## src/rtl/mac_pipeline_pkg.sv

```systemverilog
// rtl/mac_pipeline_pkg.sv - shared widths, mode encoding and stage-1 layout for mac_pipeline
package mac_pipeline_pkg;

    localparam int DATA_WIDTH     = 8;
    localparam int DATA_OUT_WIDTH = 20;

    typedef enum logic {
        MAC_SINGLE = 1'b0,
        MAC_ACCUM  = 1'b1
    } mac_mode_e;

    // Stage-1 register layout at the default widths
    typedef struct packed {
        logic [2*DATA_WIDTH-1:0] product;
        logic [DATA_WIDTH-1:0]   c;
        mac_mode_e               mode;
        logic                    first;
        logic                    valid;
    } s1_t;

endpackage

```

## src/rtl/mac_pipeline_sat_add.sv

```systemverilog
// rtl/mac_pipeline_sat_add.sv - stage-2 adder with overflow detect; clamps under MAC_SATURATE_EN, wraps otherwise
module mac_pipeline_sat_add #(
    parameter int DATA_WIDTH = mac_pipeline_pkg::DATA_WIDTH,
    parameter int ACC_WIDTH  = mac_pipeline_pkg::DATA_OUT_WIDTH
) (
    input  logic [2*DATA_WIDTH-1:0] i_product,
    input  logic [DATA_WIDTH-1:0]   i_c,
    input  logic [ACC_WIDTH-1:0]    i_acc,
    input  logic                    i_use_acc,
    output logic [ACC_WIDTH-1:0]    o_result,
    output logic                    o_ovf
);

    logic [ACC_WIDTH:0] w_product_ext;
    logic [ACC_WIDTH:0] w_addend;
    logic [ACC_WIDTH:0] w_sum;

    // One extra bit of sum width catches the carry out of the result width
    always_comb begin
        w_product_ext = {{(ACC_WIDTH+1-2*DATA_WIDTH){1'b0}}, i_product};
        w_addend      = i_use_acc ? {1'b0, i_acc}
                                  : {{(ACC_WIDTH+1-DATA_WIDTH){1'b0}}, i_c};
        w_sum         = w_product_ext + w_addend;
        o_ovf         = w_sum[ACC_WIDTH];
`ifdef MAC_SATURATE_EN
        o_result      = w_sum[ACC_WIDTH] ? {ACC_WIDTH{1'b1}} : w_sum[ACC_WIDTH-1:0];
`else
        o_result      = w_sum[ACC_WIDTH-1:0];
`endif
    end

endmodule

```

## src/rtl/mac_pipeline.sv

```systemverilog
// rtl/mac_pipeline.sv - two-stage pipelined multiply-accumulate with valid/ready; optional MAC_SATURATE_EN clamps on overflow
module mac_pipeline
    import mac_pipeline_pkg::*;
#(
    parameter int DATA_WIDTH = mac_pipeline_pkg::DATA_WIDTH,
    parameter int ACC_WIDTH  = mac_pipeline_pkg::DATA_OUT_WIDTH
) (
    input  logic                  clk,
    input  logic                  reset,
    input  logic                  in_valid,
    output logic                  in_ready,
    input  logic [DATA_WIDTH-1:0] a,
    input  logic [DATA_WIDTH-1:0] b,
    input  logic [DATA_WIDTH-1:0] c,
    input  logic                  mode,
    input  logic                  first,
    output logic                  out_valid,
    input  logic                  out_ready,
    output logic [ACC_WIDTH-1:0]  data_out,
    output logic                  out_ovf
);

    generate
        if (ACC_WIDTH < 2*DATA_WIDTH+1) begin : g_width_check
            $error("mac_pipeline: ACC_WIDTH must be at least 2*DATA_WIDTH+1");
        end
    endgenerate

    // Same field layout as s1_t, but sized from this instance's parameters
    typedef struct packed {
        logic [2*DATA_WIDTH-1:0] product;
        logic [DATA_WIDTH-1:0]   c;
        mac_mode_e               mode;
        logic                    first;
        logic                    valid;
    } s1_w_t;

    s1_w_t                   r_s1;
    logic                    r_out_valid;
    logic [ACC_WIDTH-1:0]    r_data_out;
    logic                    r_out_ovf;
    logic [ACC_WIDTH-1:0]    r_acc;

    logic                    w_stall;
    logic                    w_in_xfer;
    logic                    w_use_acc;
    logic [2*DATA_WIDTH-1:0] w_product;
    logic [ACC_WIDTH-1:0]    w_result;
    logic                    w_ovf;

    // A full output register that the consumer refuses freezes the whole pipe
    assign w_stall   = r_out_valid && !out_ready;
    assign in_ready  = !w_stall;
    assign w_in_xfer = in_valid && !w_stall;
    assign w_product = {{DATA_WIDTH{1'b0}}, a} * {{DATA_WIDTH{1'b0}}, b};
    assign w_use_acc = (r_s1.mode == MAC_ACCUM) && !r_s1.first;

    assign out_valid = r_out_valid;
    assign data_out  = r_data_out;
    assign out_ovf   = r_out_ovf;

    mac_pipeline_sat_add #(
        .DATA_WIDTH (DATA_WIDTH),
        .ACC_WIDTH  (ACC_WIDTH)
    ) u_sat_add (
        .i_product (r_s1.product),
        .i_c       (r_s1.c),
        .i_acc     (r_acc),
        .i_use_acc (w_use_acc),
        .o_result  (w_result),
        .o_ovf     (w_ovf)
    );

    // Stage 1: capture the product and beat controls; idle cycles shift in a bubble
    always_ff @(posedge clk or posedge reset) begin
        if (reset) begin
            r_s1 <= '0;
        end else if (!w_stall) begin
            r_s1.valid <= w_in_xfer;
            if (w_in_xfer) begin
                r_s1.product <= w_product;
                r_s1.c       <= c;
                r_s1.mode    <= mac_mode_e'(mode);
                r_s1.first   <= first;
            end
        end
    end

    // Stage 2: register the result; only ACCUM beats update the running accumulator
    always_ff @(posedge clk or posedge reset) begin
        if (reset) begin
            r_out_valid <= 1'b0;
            r_data_out  <= '0;
            r_out_ovf   <= 1'b0;
            r_acc       <= '0;
        end else if (!w_stall) begin
            r_out_valid <= r_s1.valid;
            if (r_s1.valid) begin
                r_data_out <= w_result;
                r_out_ovf  <= w_ovf;
                if (r_s1.mode == MAC_ACCUM) begin
                    r_acc <= w_result;
                end
            end
        end
    end

endmodule

```

## config.mk

```make
export PLATFORM = sky130hd
export DESIGN_NAME = mac_pipeline
export DESIGN_NICKNAME = d
export VERILOG_FILES = /design/src/rtl/mac_pipeline_pkg.sv /design/src/rtl/mac_pipeline_sat_add.sv /design/src/rtl/mac_pipeline.sv
export SDC_FILE = /design/constraint.sdc
export NUM_CORES = 1
export LEC_CHECK = 0
export ABC_AREA = 1
export ABC_CLOCK_PERIOD_IN_PS = 4600
export CORE_UTILIZATION = 35
export CTS_BUF_LIST = sky130_fd_sc_hd__clkbuf_4
export DETAILED_ROUTE_END_ITERATION = 7
export DONT_BUFFER_PORTS = 1
export HOLD_SLACK_MARGIN = 0.02
export SYNTH_ARGS = -nofsm -noshare
export SYNTH_HDL_FRONTEND = slang
export SYNTH_SLANG_ARGS = --single-unit
```

## constraint.sdc

```tcl
create_clock -name clk -period 4.6 [get_ports clk]
set_input_delay 0.46 -clock clk [delete_from_list [all_inputs] [get_ports clk]]
set_output_delay 0.46 -clock clk [all_outputs]
set_load 0.01 [all_outputs]
```

Yosys cells after proc, flatten, opt, wreduce, memory -nomap -nowiden
Index checks and enable logic that the tools add are counted.
Widths: inputs -> output; s select.
{"block": "classes", "n_reduce_logical": 9, "mul": 1, "bitwise": 1, "muxes": 1, "n_addsub": 1}
{"op": "$add 16x21->21", "count": 1}
{"op": "$mux 20", "count": 1}
{"op": "$mul 8x8->16", "count": 1}
{"op": "$reduce_and 2->1", "count": 2}
{"op": "$logic_and 1x1->1", "count": 3}
{"op": "$logic_not 1->1", "count": 3}
{"op": "$reduce_and 3->1", "count": 1}
{"op": "$not 1->1", "count": 1}
{"block": "word_totals", "input_bits": 30, "ff_bits": 69}

Depth between registers and ports, before layout
Gate-level depths: netlist of the first run.
{"block": "logic_depth", "depth_word": 5, "mapped_depth": 21, "mapped_depth_nobuf": 20}

Modules after synthesis
Synthesis of the first run repeated with hierarchy kept, for this count alone.
{"block": "unflattened", "hier_cells": 892, "hier_area_um2": 6287.3}
{"mod": "mac_pipeline", "n_inst": 1, "cells_per_inst": 641, "seq_area_each_um2": 1726.7, "area_per_inst_um2": 4966.0}
{"mod": "mac_pipeline_sat_add", "n_inst": 1, "cells_per_inst": 251, "seq_area_each_um2": 0.0, "area_per_inst_um2": 1321.3}

Worst setup path before layout of the first run
Ideal clock, no wire load.
{"block": "synth_timing", "path_kind": "in2reg", "start": "input a[0]", "end": "register r_s1[23] (netlist bit)", "path_slack_ns": 0.576, "setup_ns": 0.117, "arrival_time_ns": 3.906, "cell_stages": 19, "path_buffers": 1, "cell_sequence": "clkbuf_1 nand2_1 fa_1 fa_1 inv_1 fa_1 inv_1 fa_1 inv_1 ha_1 nand2_1 nor2_1 nand2_1 nand3_1 nand2_1 nand2_1 nand2_1 nand3_1 nand2_1"}
{"block": "synth_via", "elab_chain_len": 1}
{"item": "start, declared", "line": "mac_pipeline.sv:12", "rtl": "input logic [DATA_WIDTH-1:0] a,"}
{"item": "$mul 8x8->16", "line": "mac_pipeline.sv:55", "rtl": "assign w_product = {{DATA_WIDTH{1'b0}}, a} * {{DATA_WIDTH{1'b0}}, b};"}
{"item": "end, declared", "line": "mac_pipeline.sv:38", "rtl": "s1_w_t r_s1;"}
Every way passes these cells.
A chain may end at the register's enable or synchronous reset.

Worst setup path after layout of the first run
{"block": "layout_timing", "start": "input a[1]", "end": "register r_s1[26] (netlist bit)"}
The elaborated chain is that of the path after synthesis.

==> impl_metrics.env, run 1 <==
export IMPL_grt_pass1_wl_um=22600
export IMPL_path_clk_slew_ps=120
export IMPL_gp_congestion=0.871
export IMPL_dpl_cell_area_um2=6250
export IMPL_slowest_stage="fa_1"
export IMPL_fill_cells=1779
export IMPL_core_area_um2=16800
export IMPL_layout_drive_gt1_share_pct=5.00
export IMPL_syn_area_um2=6080
export IMPL_status="finished, final reports clean"
export IMPL_ys_ff_latch=69
export IMPL_power_switching_uw=1360
export IMPL_clock_latency_ps=430
export IMPL_grt_use_total_pct=15.7
export IMPL_worst_path_buf_inv=3
export IMPL_max_freq_mhz=278
export IMPL_die_y_um=134
export IMPL_cts_sink_count=69
export IMPL_place_hpwl_um=10400
export IMPL_final_area_um2=6420
export IMPL_critPathCaptureType="flop"
export IMPL_tightest_slew_ps=1020
export IMPL_port_buffers=0
export IMPL_grt_pass1_vias=4674
export IMPL_grt_antenna_before_repair=0
export IMPL_rows=47
export IMPL_p_clk_share_pct=15.4
export IMPL_crit_chain="nand2_1 > inv_1 > fa_1 > fa_1 > fa_1 > inv_1 > fa_1 > inv_1 > ha_1 > a21oi_1 > nor2_1 > o21ai_0 > nand4_1 > nand3_1 > nand2_1"
export IMPL_root_buffer="clkbuf_4"
export IMPL_cts_repair_resized=0
export IMPL_cp_arrival_ps=3930
export IMPL_p_per_area_nw_per_um2=458
export IMPL_cts_hold_fix_buffers=1
export IMPL_max_stage_delay_ps=540
export IMPL_num_antenna_cells=0
export IMPL_num_io_pins=53
export IMPL_vias=4824
export IMPL_drc=0
export IMPL_hold_viol=0
export IMPL_min_path_type="in2reg"
export IMPL_cts_buffer_depth=2
export IMPL_final_common_cell="nand2_1"
export IMPL_maxSlewHeadroom_pct=31.6
export IMPL_yosys_warnings=0
export IMPL_ys_types=34
export IMPL_synth_net_count=970
export IMPL_crit_type="in2reg"
export IMPL_worstPathMaxFanout=8
export IMPL_p_total_uw=2940
export IMPL_tns_ps=0
export IMPL_worst_ep_required_time_ps=4930
export IMPL_first_pass_iters=5
export IMPL_maxCapViolCount=0
export IMPL_utilization_pct=38.3
export IMPL_finalMaxSlewViolations=0
export IMPL_syn_inst=851
export IMPL_fin_worst_skew_ps=12.8
export IMPL_synthToLayoutAreaGrowth_pct=5.59
export IMPL_place_ws_ps=563
export IMPL_die_w_um=134
export IMPL_synth_yosys_seq_area_share_pct=28.4
export IMPL_avgSynthCellArea_um2=7.15
export IMPL_p_comb_share_pct=51.7
export IMPL_seq_power_share_pct=33.0
export IMPL_drtIter0Drc=223
export IMPL_antenna_left=0
export IMPL_cpLargestDelayFamily="adder cells"
export IMPL_leakage_uw=0.00383
export IMPL_setup_ws_ps=1000
export IMPL_period_share_pct=78.2
export IMPL_max_vdd_ir_drop_mv=0.175
export IMPL_wl_per_cell_um=12.3
export IMPL_crit_top_cell="fa_1"
export IMPL_p_sw_share_pct=46.0
export IMPL_cts_buffers_inserted=9
export IMPL_grt_overflow_total=0
export IMPL_rsz0062_at_grt="false"
export IMPL_grt_max_degree=37
export IMPL_cts_tree="built"
export IMPL_h_tree_depth=3
export IMPL_initial_core_util_pct=36.3
export IMPL_vias_per_cell=4.55
export IMPL_dieArea_um2=17900
export IMPL_wl_um=13000
export IMPL_startpoint_type="input pin"
export IMPL_num_nets_final=954
export IMPL_min_period_ps=3600
export IMPL_setup_violations=0
export IMPL_p_int_uw=1590
export IMPL_final_cell_mix="nand2_1, inv_1, dfrtp_1"
export IMPL_postCtsSetupRepairBufs=0
## worst paths after layout
path / startpoint / endpoint / slack (ps) / depth (start not counted)
max: a[1] / r_s1[26] / 1000 / 15
min: c[2] / r_s1[5] / 140 / 2
max reg2reg: r_s1[1] / data_out[16] / 1960 / 14
min reg2reg: r_s1[6] / r_s1[6] / 490 / 2
max in group asynchronous: reset / r_s1[23] / 3100 / 3
min in group asynchronous: reset / data_out[3] / 590 / 2
## power by group through the flow
stage	sequential [µW]	clock [µW]	combinational, µW
4_1_cts	972	471	1530
5_1_grt	996	499	1790
2_1_floorplan	942	0	1230
6_report	970	453	1520
3_3_place_gp	976	0	1500
3_5_place_dp	983	0	1510
## kinds of logic after synthesis
kind of cell	after synthesis	share of synthesized area (%)
flip-flops	69	28.4
XOR/XNOR	7	1.01
adder cells (fa/ha/maj)	89	22.9
buffers and inverters	189	11.8
AO/OA/AOI/OAI	67	5.78
AND/OR/NAND/NOR	430	30.1
## cell usage after synthesis, drive strengths merged
library cell	number	area share [%]
nor4	1	0.10
nor2	43	3.2
nand3b	6	0.74
nor3	5	0.58
xnor2	3	0.43
a21o	1	0.12
fa	37	12
nand3	52	4.7
buf	8	0.66
inv	159	9.8
a31oi	3	0.31
a21oi	23	2.0
ha	52	11
clkbuf	21	1.3
or2	6	0.62
xor2	4	0.58
dfrtp	69	28
o21bai	1	0.12
clkinv	1	0.062
nand2	314	20
nand4	3	0.31
o21ai	39	3.2
## area by class of cell
cell class | instances | area, µm² | area share [%]
sequential | 69 | 1730 | 26.9
clock inverter | 7 | 98.8 | 1.54
clock buffer | 9 | 67.6 | 1.05
timing repair buffer | 2 | 17.5 | 0.273
multi-input combinational | 593 | 3640 | 56.6
inverter | 160 | 601 | 9.35
tap | 220 | 275 | 4.28
## metal layers
metal	global-route usage, %	wire length, µm	share of wire (%)
met5	0	0	0
met1	21.9	6710	52
met3	2.65	505	3.9
met2	24.8	5680	44
met4	4.61	131	1.0
## worst register-to-register path, stage by stage, from the launching register on
cell     delay [ps]
dfrtp_1         470
inv_2           110
nand2_4         180
nand2_1         120
o21ai_0          90
ha_1            240
fa_1            450
nand3_1          90
nand3_1         120
nand2_1          90
nand2_1         120
nand3_1         150
nand3_1         110
nand3_1         110
nand2_1          70
## metrics by stage
step	cells	hold WS [ps]
2_1_floorplan	851	449
3_3_place_gp	1043	466
3_5_place_dp	1043	467
4_1_cts	1060	110
5_1_grt	1060	109
6_report	1060	142
## registers in the layout (all words and copies together) (netlist names)
signal     flops
data_out      20
r_s1          27
out_ovf        1
out_valid      1
r_acc         20
Note: power is estimated with default switching activity, not from simulation.
==> inputs of run 2 (changes only) <==
--- a/config.mk
+++ b/config.mk
@@ -6,7 +6,7 @@
 export NUM_CORES = 1
 export LEC_CHECK = 0
 export ABC_AREA = 1
-export ABC_CLOCK_PERIOD_IN_PS = 4600
+export ABC_CLOCK_PERIOD_IN_PS = 3200
 export CORE_UTILIZATION = 35
 export CTS_BUF_LIST = sky130_fd_sc_hd__clkbuf_4
 export DETAILED_ROUTE_END_ITERATION = 7
==> constraint.sdc (replaced) <==
create_clock -name clk -period 3.2 [get_ports clk]
set_input_delay 0.32 -clock clk [delete_from_list [all_inputs] [get_ports clk]]
set_output_delay 0.32 -clock clk [all_outputs]
set_load 0.01 [all_outputs]
==> run 2 against run 1 <==
- die area stayed put
- flip-flop and latch count stayed put
- global-route usage is 0.61 points higher
- power is 53% higher
- critical path type unchanged
- largest cell class unchanged
==> impl_metrics.env, run 2 (synthesized netlist as in run 1, its figures left out) <==
export IMPL_drtIter0Drc=224
export IMPL_startpoint_type="input pin"
export IMPL_cts_buffers_inserted=9
export IMPL_dp_cells=1062
export IMPL_wl_per_cell_um=12.3
export IMPL_grt_use_total_pct=16.3
export IMPL_critPathCaptureType="flop"
export IMPL_setup_violations=0
export IMPL_h_tree_depth=3
export IMPL_crit_type="in2reg"
export IMPL_fill_cells=1754
export IMPL_p_total_uw=4490
export IMPL_min_path_type="in2reg"
export IMPL_die_w_um=134
export IMPL_grt_pass1_vias=5051
export IMPL_wl_um=13400
export IMPL_vias_per_cell=4.54
export IMPL_num_nets_final=982
export IMPL_rows=47
export IMPL_grt_max_degree=32
export IMPL_first_pass_iters=4
export IMPL_final_common_cell="nand2_1"
export IMPL_core_area_um2=16800
export IMPL_worst_ep_required_time_ps=3520
export IMPL_fin_worst_skew_ps=9.91
export IMPL_whs_ps=52.6
export IMPL_synthToLayoutAreaGrowth_pct=11.4
export IMPL_hold_viol=0
export IMPL_cts_sink_count=69
export IMPL_max_freq_mhz=326
export IMPL_dieArea_um2=17900
export IMPL_worstPathMaxFanout=8
export IMPL_cp_arrival_ps=3380
export IMPL_maxSlewHeadroom_pct=53.1
export IMPL_grt_overflow_total=0
export IMPL_num_io_pins=53
export IMPL_drc=0
export IMPL_period_share_pct=95.8
export IMPL_leakage_uw=0.00394
export IMPL_place_hpwl_um=10700
export IMPL_initial_core_util_pct=36.3
export IMPL_maxCapViolCount=0
export IMPL_rsz0062_at_grt="true"
export IMPL_gp_congestion=0.887
export IMPL_grt_antenna_before_repair=1
export IMPL_clock_latency_ps=430
export IMPL_min_period_ps=3060
export IMPL_antenna_left=0
export IMPL_p_per_area_nw_per_um2=662
export IMPL_die_y_um=134
export IMPL_vias=4937
export IMPL_cts_tree="built"
export IMPL_layout_drive_gt1_share_pct=10.4
export IMPL_stdcell_count=1088
export IMPL_max_vdd_ir_drop_mv=0.255
export IMPL_path_clk_slew_ps=100
export IMPL_tightest_slew_ps=702
export IMPL_largest_reg_flops=27
export IMPL_grt_pass1_wl_um=23600
export IMPL_largest_register="r_s1"
export IMPL_final_cell_mix="nand2_1, inv_1, dfrtp_1"
export IMPL_root_buffer="clkbuf_4"
export IMPL_port_buffers=0
export IMPL_finalMaxSlewViolations=0
export IMPL_status="finished, final reports clean"
export IMPL_cts_buffer_depth=2
==> run 2: changes by cell type in the layout (fill, tap and decap cells not counted), sizes merged <==
cell	change
clkinvlp	-1
buf	+19
diode	+1
inv	-1
clkbuf	+2
bufinv	-2
dlygate4sd3	+9
clkinv	+1
==> run 2: final cells by class <==
cell class | count | area [µm²] | share of cell area, %
Inverter | 160 | 606 | 8.93
Clock inverter | 4 | 16.3 | 0.240
Multi-Input combinational cell | 593 | 3820 | 56.3
Antenna cell | 1 | 2.50 | 0.0369
Timing Repair Buffer | 30 | 250 | 3.69
Clock buffer | 11 | 82.6 | 1.22
Sequential cell | 69 | 1730 | 25.5
Tap cell | 220 | 275 | 4.06
==> run 2: final timing paths <==
| path | from | to | slack, ps | cells after the start |
|---|---|---|---|---|
| max | a[1] | r_s1[25] | 140 | 18 |
| min | c[7] | r_s1[10] | 50 | 2 |
| max reg2reg | r_s1[1] | data_out[16] | 610 | 15 |
| min reg2reg | r_s1[10] | r_s1[10] | 490 | 2 |
| max in group asynchronous | reset | r_acc[14] | 2140 | 3 |
| min in group asynchronous | reset | r_acc[4] | 360 | 2 |
==> run 2: where the power goes <==
group	internal (µW)	switching, µW	total (µW)
logic	1110	1540	2650
registers	1170	223	1390
clock network	164	282	446
==> run 2: worst max-delay path, stage by stage <==
cell and delay [ps]:
nand2_8 50, inv_4 30, fa_1 550, fa_1 430, fa_1 490, inv_1 50
fa_1 490, inv_2 40, ha_4 300, nand2_2 50, nor2_1 90, nand2_1 90
nand3_4 90, nand2_1 70, nand2_1 60, nand2_1 40, nand3_1 70, nand2_1 60
==> run 2: what timing repair did <==
action / 4_1_cts / 5_1_grt
hold buffers: 10 / 0
setup buffers: 0 / 0
endpoints found under the setup margin: 0 / 5
endpoints found under the hold margin: 30 / 0
gates resized for setup: 0 / 24
==> run 2: metal layers <==
metal  wire (µm)  GRT usage (%)
met5           0              0
met4         139           4.67
met3         452           2.19
met2        6150           26.9
met1        6620           22.2
==> run 2: through the flow <==
step	utilization (%)	cell area, µm²	setup TNS, ps	worst slack, ps
after detailed placement	38.7	6490	-2770	-321
after floorplan	-	6300	-2460	-307
after global placement	38.7	6490	-2500	-307
after CTS	39.9	6690	0	141
after global routing	40.4	6780	-64.4	-47.3
final	40.4	6780	0	136
==> inputs of run 3 (changes only) <==
--- a/config.mk
+++ b/config.mk
@@ -7,11 +7,12 @@
 export LEC_CHECK = 0
 export ABC_AREA = 1
 export ABC_CLOCK_PERIOD_IN_PS = 3200
-export CORE_UTILIZATION = 35
+export CORE_UTILIZATION = 61
 export CTS_BUF_LIST = sky130_fd_sc_hd__clkbuf_4
 export DETAILED_ROUTE_END_ITERATION = 7
 export DONT_BUFFER_PORTS = 1
 export HOLD_SLACK_MARGIN = 0.02
+export PLACE_DENSITY = 0.8
 export SYNTH_ARGS = -nofsm -noshare
 export SYNTH_HDL_FRONTEND = slang
 export SYNTH_SLANG_ARGS = --single-unit
==> run 3 against run 2 <==
- via count is 4.5% higher
- register-to-register slack worse by 70 ps
- clock skew is 6.2 ps higher
- cell count is 8.0% lower
- non-clock buffer count stayed put
- setup slack worse by 87 ps
- clock-buffer cell count is 2 lower
- combinational power hardly changed
==> impl_metrics.env, run 3 (synthesized netlist as in run 1, its figures left out) <==
export IMPL_status="finished, final reports clean"
export IMPL_num_antenna_cells=0
export IMPL_gp_congestion=0.936
export IMPL_stdcell_count=1001
export IMPL_p_per_area_nw_per_um2=704
export IMPL_drtIter0Drc=285
export IMPL_vias=5160
export IMPL_critPathCaptureType="flop"
export IMPL_die_w_um=102
export IMPL_largest_register="r_s1"
export IMPL_vias_per_cell=5.15
export IMPL_core_area_um2=9730
export IMPL_worstPathMaxFanout=8
export IMPL_tightest_slew_ps=1000
export IMPL_maxCapViolCount=0
export IMPL_dieArea_um2=10400
export IMPL_num_io_pins=53
export IMPL_worst_ep_required_time_ps=3540
export IMPL_grt_use_total_pct=27.9
export IMPL_grt_antenna_before_repair=0
export IMPL_antenna_left=0
export IMPL_synthToLayoutAreaGrowth_pct=9.52
export IMPL_place_hpwl_um=10500
export IMPL_cts_sink_count=69
export IMPL_die_y_um=102
export IMPL_hold_viol=0
export IMPL_root_buffer="clkbuf_4"
export IMPL_wl_um=13200
export IMPL_layout_drive_gt1_share_pct=10.0
export IMPL_path_clk_slew_ps=120
export IMPL_num_nets_final=982
export IMPL_min_period_ps=3150
export IMPL_maxSlewHeadroom_pct=33.2
export IMPL_finalMaxSlewViolations=0
export IMPL_grt_overflow_total=0
export IMPL_rows=36
export IMPL_startpoint_type="input pin"
export IMPL_cts_buffers_inserted=9
export IMPL_max_freq_mhz=317
export IMPL_tns_ps=0
export IMPL_dp_cells=973
export IMPL_max_vdd_ir_drop_mv=0.280
export IMPL_grt_pass1_wl_um=22600
export IMPL_initial_core_util_pct=62.5
export IMPL_min_path_type="in2reg"
export IMPL_wl_per_cell_um=13.2
export IMPL_h_tree_depth=3
export IMPL_fin_worst_skew_ps=16.1
export IMPL_cp_arrival_ps=3490
export IMPL_final_common_cell="nand2_1"
export IMPL_setup_violations=0
export IMPL_drc=0
export IMPL_largest_reg_flops=27
export IMPL_period_share_pct=98.5
export IMPL_crit_type="in2reg"
export IMPL_leakage_uw=0.00396
export IMPL_clock_latency_ps=440
export IMPL_port_buffers=0
export IMPL_cts_buffer_depth=2
export IMPL_final_cell_mix="nand2_1, inv_1, dfrtp_1"
export IMPL_utilization_pct=68.5
export IMPL_first_pass_iters=4
export IMPL_rsz0062_at_grt="true"
export IMPL_grt_max_degree=50
export IMPL_cts_tree="built"
export IMPL_grt_pass1_vias=5107
[run 3: cell types whose count changed in the layout (fill, tap and decap cells not counted), sizes merged]
cell / change
clkinvlp: +2
bufinv: +2
diode: -1
clkbuf: -2
dlygate4sd3: +1
clkinv: -1
buf: -1
[run 3: path summary, 6_finish.rpt]
kind,depth (start not counted),slack [ps],to,startpoint
setup reg to reg,14,540,data_out[16],r_s1[1]
min in group asynchronous,2,560,r_acc[0],reset
setup / recovery,18,50,r_s1[23],b[4]
hold / removal,2,40,r_s1[11],b[0]
hold reg to reg,2,490,r_s1[8],r_s1[8]
max in group asynchronous,3,1770,out_ovf,reset
[run 3: critical path: stages]
cell	delay, ps
nand2_1	50
inv_1	50
fa_1	560
fa_1	430
fa_1	490
inv_1	50
fa_1	500
inv_2	60
ha_4	290
nand2_2	60
nor2_2	90
nand2_1	70
nand3_2	130
nand2_2	60
nand2_1	60
nand2_1	60
nand3_1	70
nand2_1	60
[run 3: per-stage QoR]
| step | worst slack, ps | instance area, µm² | power [µW] | hold WS [ps] |
|---|---|---|---|---|
| 2_1_floorplan | -307 | 6300 | 3280 | 430 |
| 3_3_place_gp | -273 | 6360 | 3840 | 432 |
| 3_5_place_dp | -401 | 6360 | 3940 | 436 |
| 4_1_cts | 85.7 | 6630 | 4600 | 25.6 |
| 5_1_grt | -59.3 | 6660 | 5150 | 35.7 |
| 6_report | 49.1 | 6660 | 4690 | 41.0 |
[run 3: cell type report]
class,instances,area (µm²)
clock buffers,9,67.6
clock inverters,7,90.1
fillers,832,3070
inverters,160,601
multi-input cells,593,3760
flip-flops and latches,69,1730
well taps,133,166
repair buffers,30,253
[run 3: timing repair]
| action | CTS | global route |
|---|---|---|
| buffers inserted | 0 | 1 |
| hold buffers | 11 | 0 |
| gates resized for setup | 0 | 9 |
| endpoints found under the hold margin | 57 | 0 |
| setup endpoints to repair | 0 | 6 |
[run 3: per-layer routing]
layer	GRT usage, %	vias to the layer above	wire length, µm
met5	0	-	0
met4	12.1	0	394
met2	49.3	136	6510
li1	-	2612	-
met1	34.4	2382	5810
met3	3.42	30	494
[run 3: report_power, final]
part / leakage (µW) / switching, µW / internal, µW / total, µW
logic: 0.00300 / 1570 / 1100 / 2680
clock network: 0.0000817 / 310 / 312 / 622
registers: 0.000870 / 224 / 1170 / 1390
total: 0.00396 / 2110 / 2580 / 4690
==> edit 1 (settings of run 1) <==
Reset style: synchronous (`reset`), changed in 2 clocked blocks.
--- a/src/rtl/mac_pipeline.sv
+++ b/src/rtl/mac_pipeline.sv
@@ -74,3 +74,3 @@
     // Stage 1: capture the product and beat controls; idle cycles shift in a bubble
-    always_ff @(posedge clk or posedge reset) begin
+    always_ff @(posedge clk) begin
         if (reset) begin
@@ -89,3 +89,3 @@
     // Stage 2: register the result; only ACCUM beats update the running accumulator
-    always_ff @(posedge clk or posedge reset) begin
+    always_ff @(posedge clk) begin
         if (reset) begin
Check against the original RTL: differs if reset is asserted again (counterexample within 4 cycles, from zero or initial values and one cycle with reset high); with reset held inactive, the same outputs for 4 cycles.
==> edit 1 against run 1 <==
Power shrank 28%. Design area fell by 0.78%. Sequential share of layout area is 5.2 points lower. Combinational power down 36%. Wire length rose by 8.2%. Synthesized area barely moved. Synthesized cell count grew 7.6%. Sequential cell count is the same. Final cell count increased by 5.4%. Fmax increased by 0.59%. Sequential power decreased by 27%. Setup slack better by 21 ps. Core utilization shrank 0.30 points.
==> edit 1: results (changes against run 1) <==
metric	value	unit	change
Netlist cell types	33		-2.9%
Post-synth top cells	inv_1, nand2_1, nor2_1		
placed cell areas	0.00622	mm2	-0.52%
Slew @ Worst Pin	993	ps	-30.2 ps
Synth Area in XOR/XNOR	0.0214		+0.0113
met1 Resource Use GR	0.223		+0.00419
met2 Use GR	0.285		+0.0368
met2 wire len	6.55	mm	+15%
post-DR wirelength/cell	12.6	um	+2.6%
worst vdd ir	0.193	mV	+10%
worst reg-to-reg path cell count	15		+1
Mapped Nets	1035		+6.7%
status	finished, final reports clean		
WL met1	6.82	mm	+1.7%
total track usage	0.170		+0.0132
Lkg Pwr	3.57	nW	-6.9%
Synth Area in Adders	0.229		about the same
routing usage on met3	0.0261		-0.000378
total iterations of the first detailed-routing run	7		+2
Crit Reg-Reg Endpoint	data_out[8]$_SDFFE_PP0P_		
RD Place Congestion	0.861		-1.1%
share of cells above drive strength 1	0.0402		-0.00982
Via Count	5209		+8.0%
P_sw	0.886	mW	-35%
met3 WL	461	um	-8.7%
first-pass GRT wire length	24.7	mm	+9.4%
largest net degree at the start of global routing	46		+24%
Nets	1010		+5.9%
-- edit 1: power groups by stage --
stage	Sequential [mW]	Clock, mW	Combinational [mW]
5_1_grt	0.712	0.483	1.15
6_report	0.704	0.442	0.979
4_1_cts	0.706	0.454	0.990
3_3_place_gp	0.719	0	0.979
3_5_place_dp	0.719	0	0.980
2_1_floorplan	0.702	0	0.801
-- edit 1: worst max-delay path by stage --
stage | start | to | slack (ps) | depth (start not counted)
finish | a[1] | r_s1[20]$_SDFFE_PP0P_ | 1020 | 16
global route | a[1] | r_s1[20]$_SDFFE_PP0P_ | 710 | 16
CTS | a[1] | r_s1[20]$_SDFFE_PP0P_ | 1020 | 16
detailed placement | a[1] | r_s1[20]$_SDFFE_PP0P_ | 550 | 16
global placement | a[1] | r_s1[20]$_SDFFE_PP0P_ | 590 | 15
floorplan | a[0] | r_s1[21]$_SDFFE_PP0P_ | 510 | 17
-- edit 1: stage by stage --
step	setup WS, ps	utilization	std cells
finish	1020	0.380	1117
global route	715	0.380	1116
CTS	1020	0.380	1116
detailed placement	548	0.371	1100
global placement	587	0.371	1100
floorplan	505	-	916
-- edit 1: layout make-up --
cell class	count	area (um2)
clock buffer	9	67.6
antenna	1	2.50
inverter	204	766
tap	220	275
sequential	69	1380
multi-input combinational	606	3790
timing repair buffer	1	7.51
fill	1865	10400
clock inverter	7	88.8
-- edit 1: critical path, stage by stage --
cell and delay (ps):
nand2_1 40, inv_1 50, fa_1 440, fa_1 550
inv_1 50, fa_1 460, fa_1 540, inv_1 40
ha_1 360, a21oi_1 200, nand2_1 140, a21boi_0 210
or2_1 120, nand3_1 60, o211ai_1 120, inv_1 50
==> edit 2 (flow settings as in run 1) <==
Made on the original files. Change the package constant `DATA_OUT_WIDTH` from 20 to 28.
--- a/src/rtl/mac_pipeline_pkg.sv
+++ b/src/rtl/mac_pipeline_pkg.sv
@@ -4,3 +4,3 @@
     localparam int DATA_WIDTH     = 8;
-    localparam int DATA_OUT_WIDTH = 20;
+    localparam int DATA_OUT_WIDTH = 28;
 
Interface: changed (resized data_out); port bits go from 53 to 61. The function was not compared with the original's and may differ.
==> edit 2 against run 1 <==
Design area increased by 17%. Global-route usage increased by 1.7 points. Clock power up 9.7%. Synthesized area rose by 16%. Wire length is 29% higher. Power grew 11%. Setup slack got worse by 10 ps. Sequential cell count is 16 higher. Largest power group unchanged.
==> edit 2: results (changes against run 1) <==
metric	value	unit	change
worst hold endpoint	r_s1[6]$_DFFE_PP0P_		
Synth Area in Compound Gates	0.0571		-0.000676
r2r setup slk	1800	ps	-160 ps
Mapped Nets	1156		+19%
number of global-route vias before repair	5671		+21%
share of cells above drive strength 1	0.0322		-0.0178
top post-synthesis cells by area	dfrtp_1, nand2_1, inv_1, fa_1, ha_1		
hold_ws	93.6	ps	-47.9 ps
drt via density	4.61		+1.3%
HP Start	c[3]		
RD Place Congestion	0.867		-0.41%
worst vdd ir	0.167	mV	-4.8%
Synth Area in Adders	0.197		-0.0321
total track usage	0.174		+0.0174
Netlist cell types	27		-21%
Critical Path AT	3940	ps	about the same
total iterations of the first detailed-routing run	7		+2
FF-to-FF Start	r_s1[1]$_DFFE_PP0P_		
Detailed Place HPWL	13.4	mm	+29%
Synth Area in XOR/XNOR	0.0210		+0.0110
port bufs	0		unchanged
Iter 0 DRT Violations	370		+66%
largest net degree at the start of global routing	47		+27%
Nets	1140		+19%
sequential area share after synthesis	0.301		+0.0168
Hold Crit Class	input pin to register		
Crit Reg-Reg Endpoint	data_out[18]$_DFFE_PP0P_		
Post-synth top cells	nand2_1, inv_1, dfrtp_1		
CTS HTree Levels	3		unchanged
status	finished, final reports clean		
first-pass GRT wire length	28.1	mm	+25%
# fillers	2202		+24%
post-DR wirelength/cell	13.0	um	+5.7%
Slew @ Worst Pin	917	ps	-106 ps
Lkg Pwr	4.44	nW	+16%
worst skew pair latency	470	ps	+40 ps
edit 2: cell count changes in the layout (fill, tap and decap cells not counted), moves of 4 or more:
cell             run 1  this run
nor2_1              39        65
inv_1              155       208
o21ai_0             36        46
nand3_1             48        52
dfrtp_1             69        85
nand2_1            308       383
nand4_1              3         9
nand3b_1             6         1
xnor2_1              3        11
edit 2: worst max-delay path by stage:
| stage | startpoint | end | slack, ps | cells past startpoint |
|---|---|---|---|---|
| 2_1_floorplan | a[0] | r_s1[23]$_DFFE_PP0P_ | 520 | 16 |
| 3_3_place_gp | b[4] | r_s1[20]$_DFFE_PP0P_ | 540 | 15 |
| 3_5_place_dp | b[4] | r_s1[20]$_DFFE_PP0P_ | 490 | 15 |
| 4_1_cts | b[4] | r_s1[20]$_DFFE_PP0P_ | 1040 | 15 |
| 5_1_grt | b[4] | r_s1[20]$_DFFE_PP0P_ | 790 | 15 |
| 6_report | b[4] | r_s1[20]$_DFFE_PP0P_ | 990 | 15 |
edit 2: area by class of cell:
cell class | instances | share of cell area
Clock inverter | 6 | 0.0115
Inverter | 214 | 0.107
Sequential cell | 85 | 0.284
Tap cell | 265 | 0.0443
Multi-Input combinational cell | 706 | 0.537
Clock buffer | 10 | 0.0100
Timing Repair Buffer | 5 | 0.00535
edit 2: per-stage QoR:
stage	area, um2	total power, mW	util	worst slack, ps	instances
after floorplan	7080	2.38	-	517	1037
after global placement	7320	2.79	0.372	543	1274
after detailed placement	7320	2.80	0.372	493	1274
after CTS	7490	3.31	0.381	1040	1291
after global routing	7490	3.63	0.381	787	1291
final	7490	3.27	0.381	993	1291
edit 2: logic make-up (layout without fill, tap and decap cells):
group                      count (synthesis)  count (layout)
AOI/OAI and AO/OA                         78              78
xor gates and xnor gates                  17              17
adders and majority gates                 89              89
buffers and inverters                    246             235
DFF                                       85              85
and+or+nand+nor                          522             522
edit 2: power by group:
part	internal (mW)	total, mW	switching, mW	leakage, nW
clock network	0.226	0.497	0.271	0.0868
logic	0.585	1.65	1.06	3.27
registers	0.952	1.12	0.173	1.09
edit 2: per-layer routing:
| metal | vias to the layer above | wire [um] | GRT usage |
|---|---|---|---|
| li1 | 3069 | - | - |
| met1 | 2747 | 8590 | 0.254 |
| met2 | 122 | 7170 | 0.263 |
| met3 | 12 | 838 | 0.0361 |
| met4 | 0 | 164 | 0.0377 |
| met5 | - | 0 | 0 |
edit 2: worst max-delay path, cell delays in order:
cell and delay [ps]:
nand2_1 40, inv_1 50, fa_1 440, fa_1 540
inv_1 50, fa_1 460, fa_1 540, inv_1 40
ha_1 330, nand2_1 90, o21ai_0 340, inv_1 120
o21ai_0 220, xnor2_1 140, o21ai_0 80
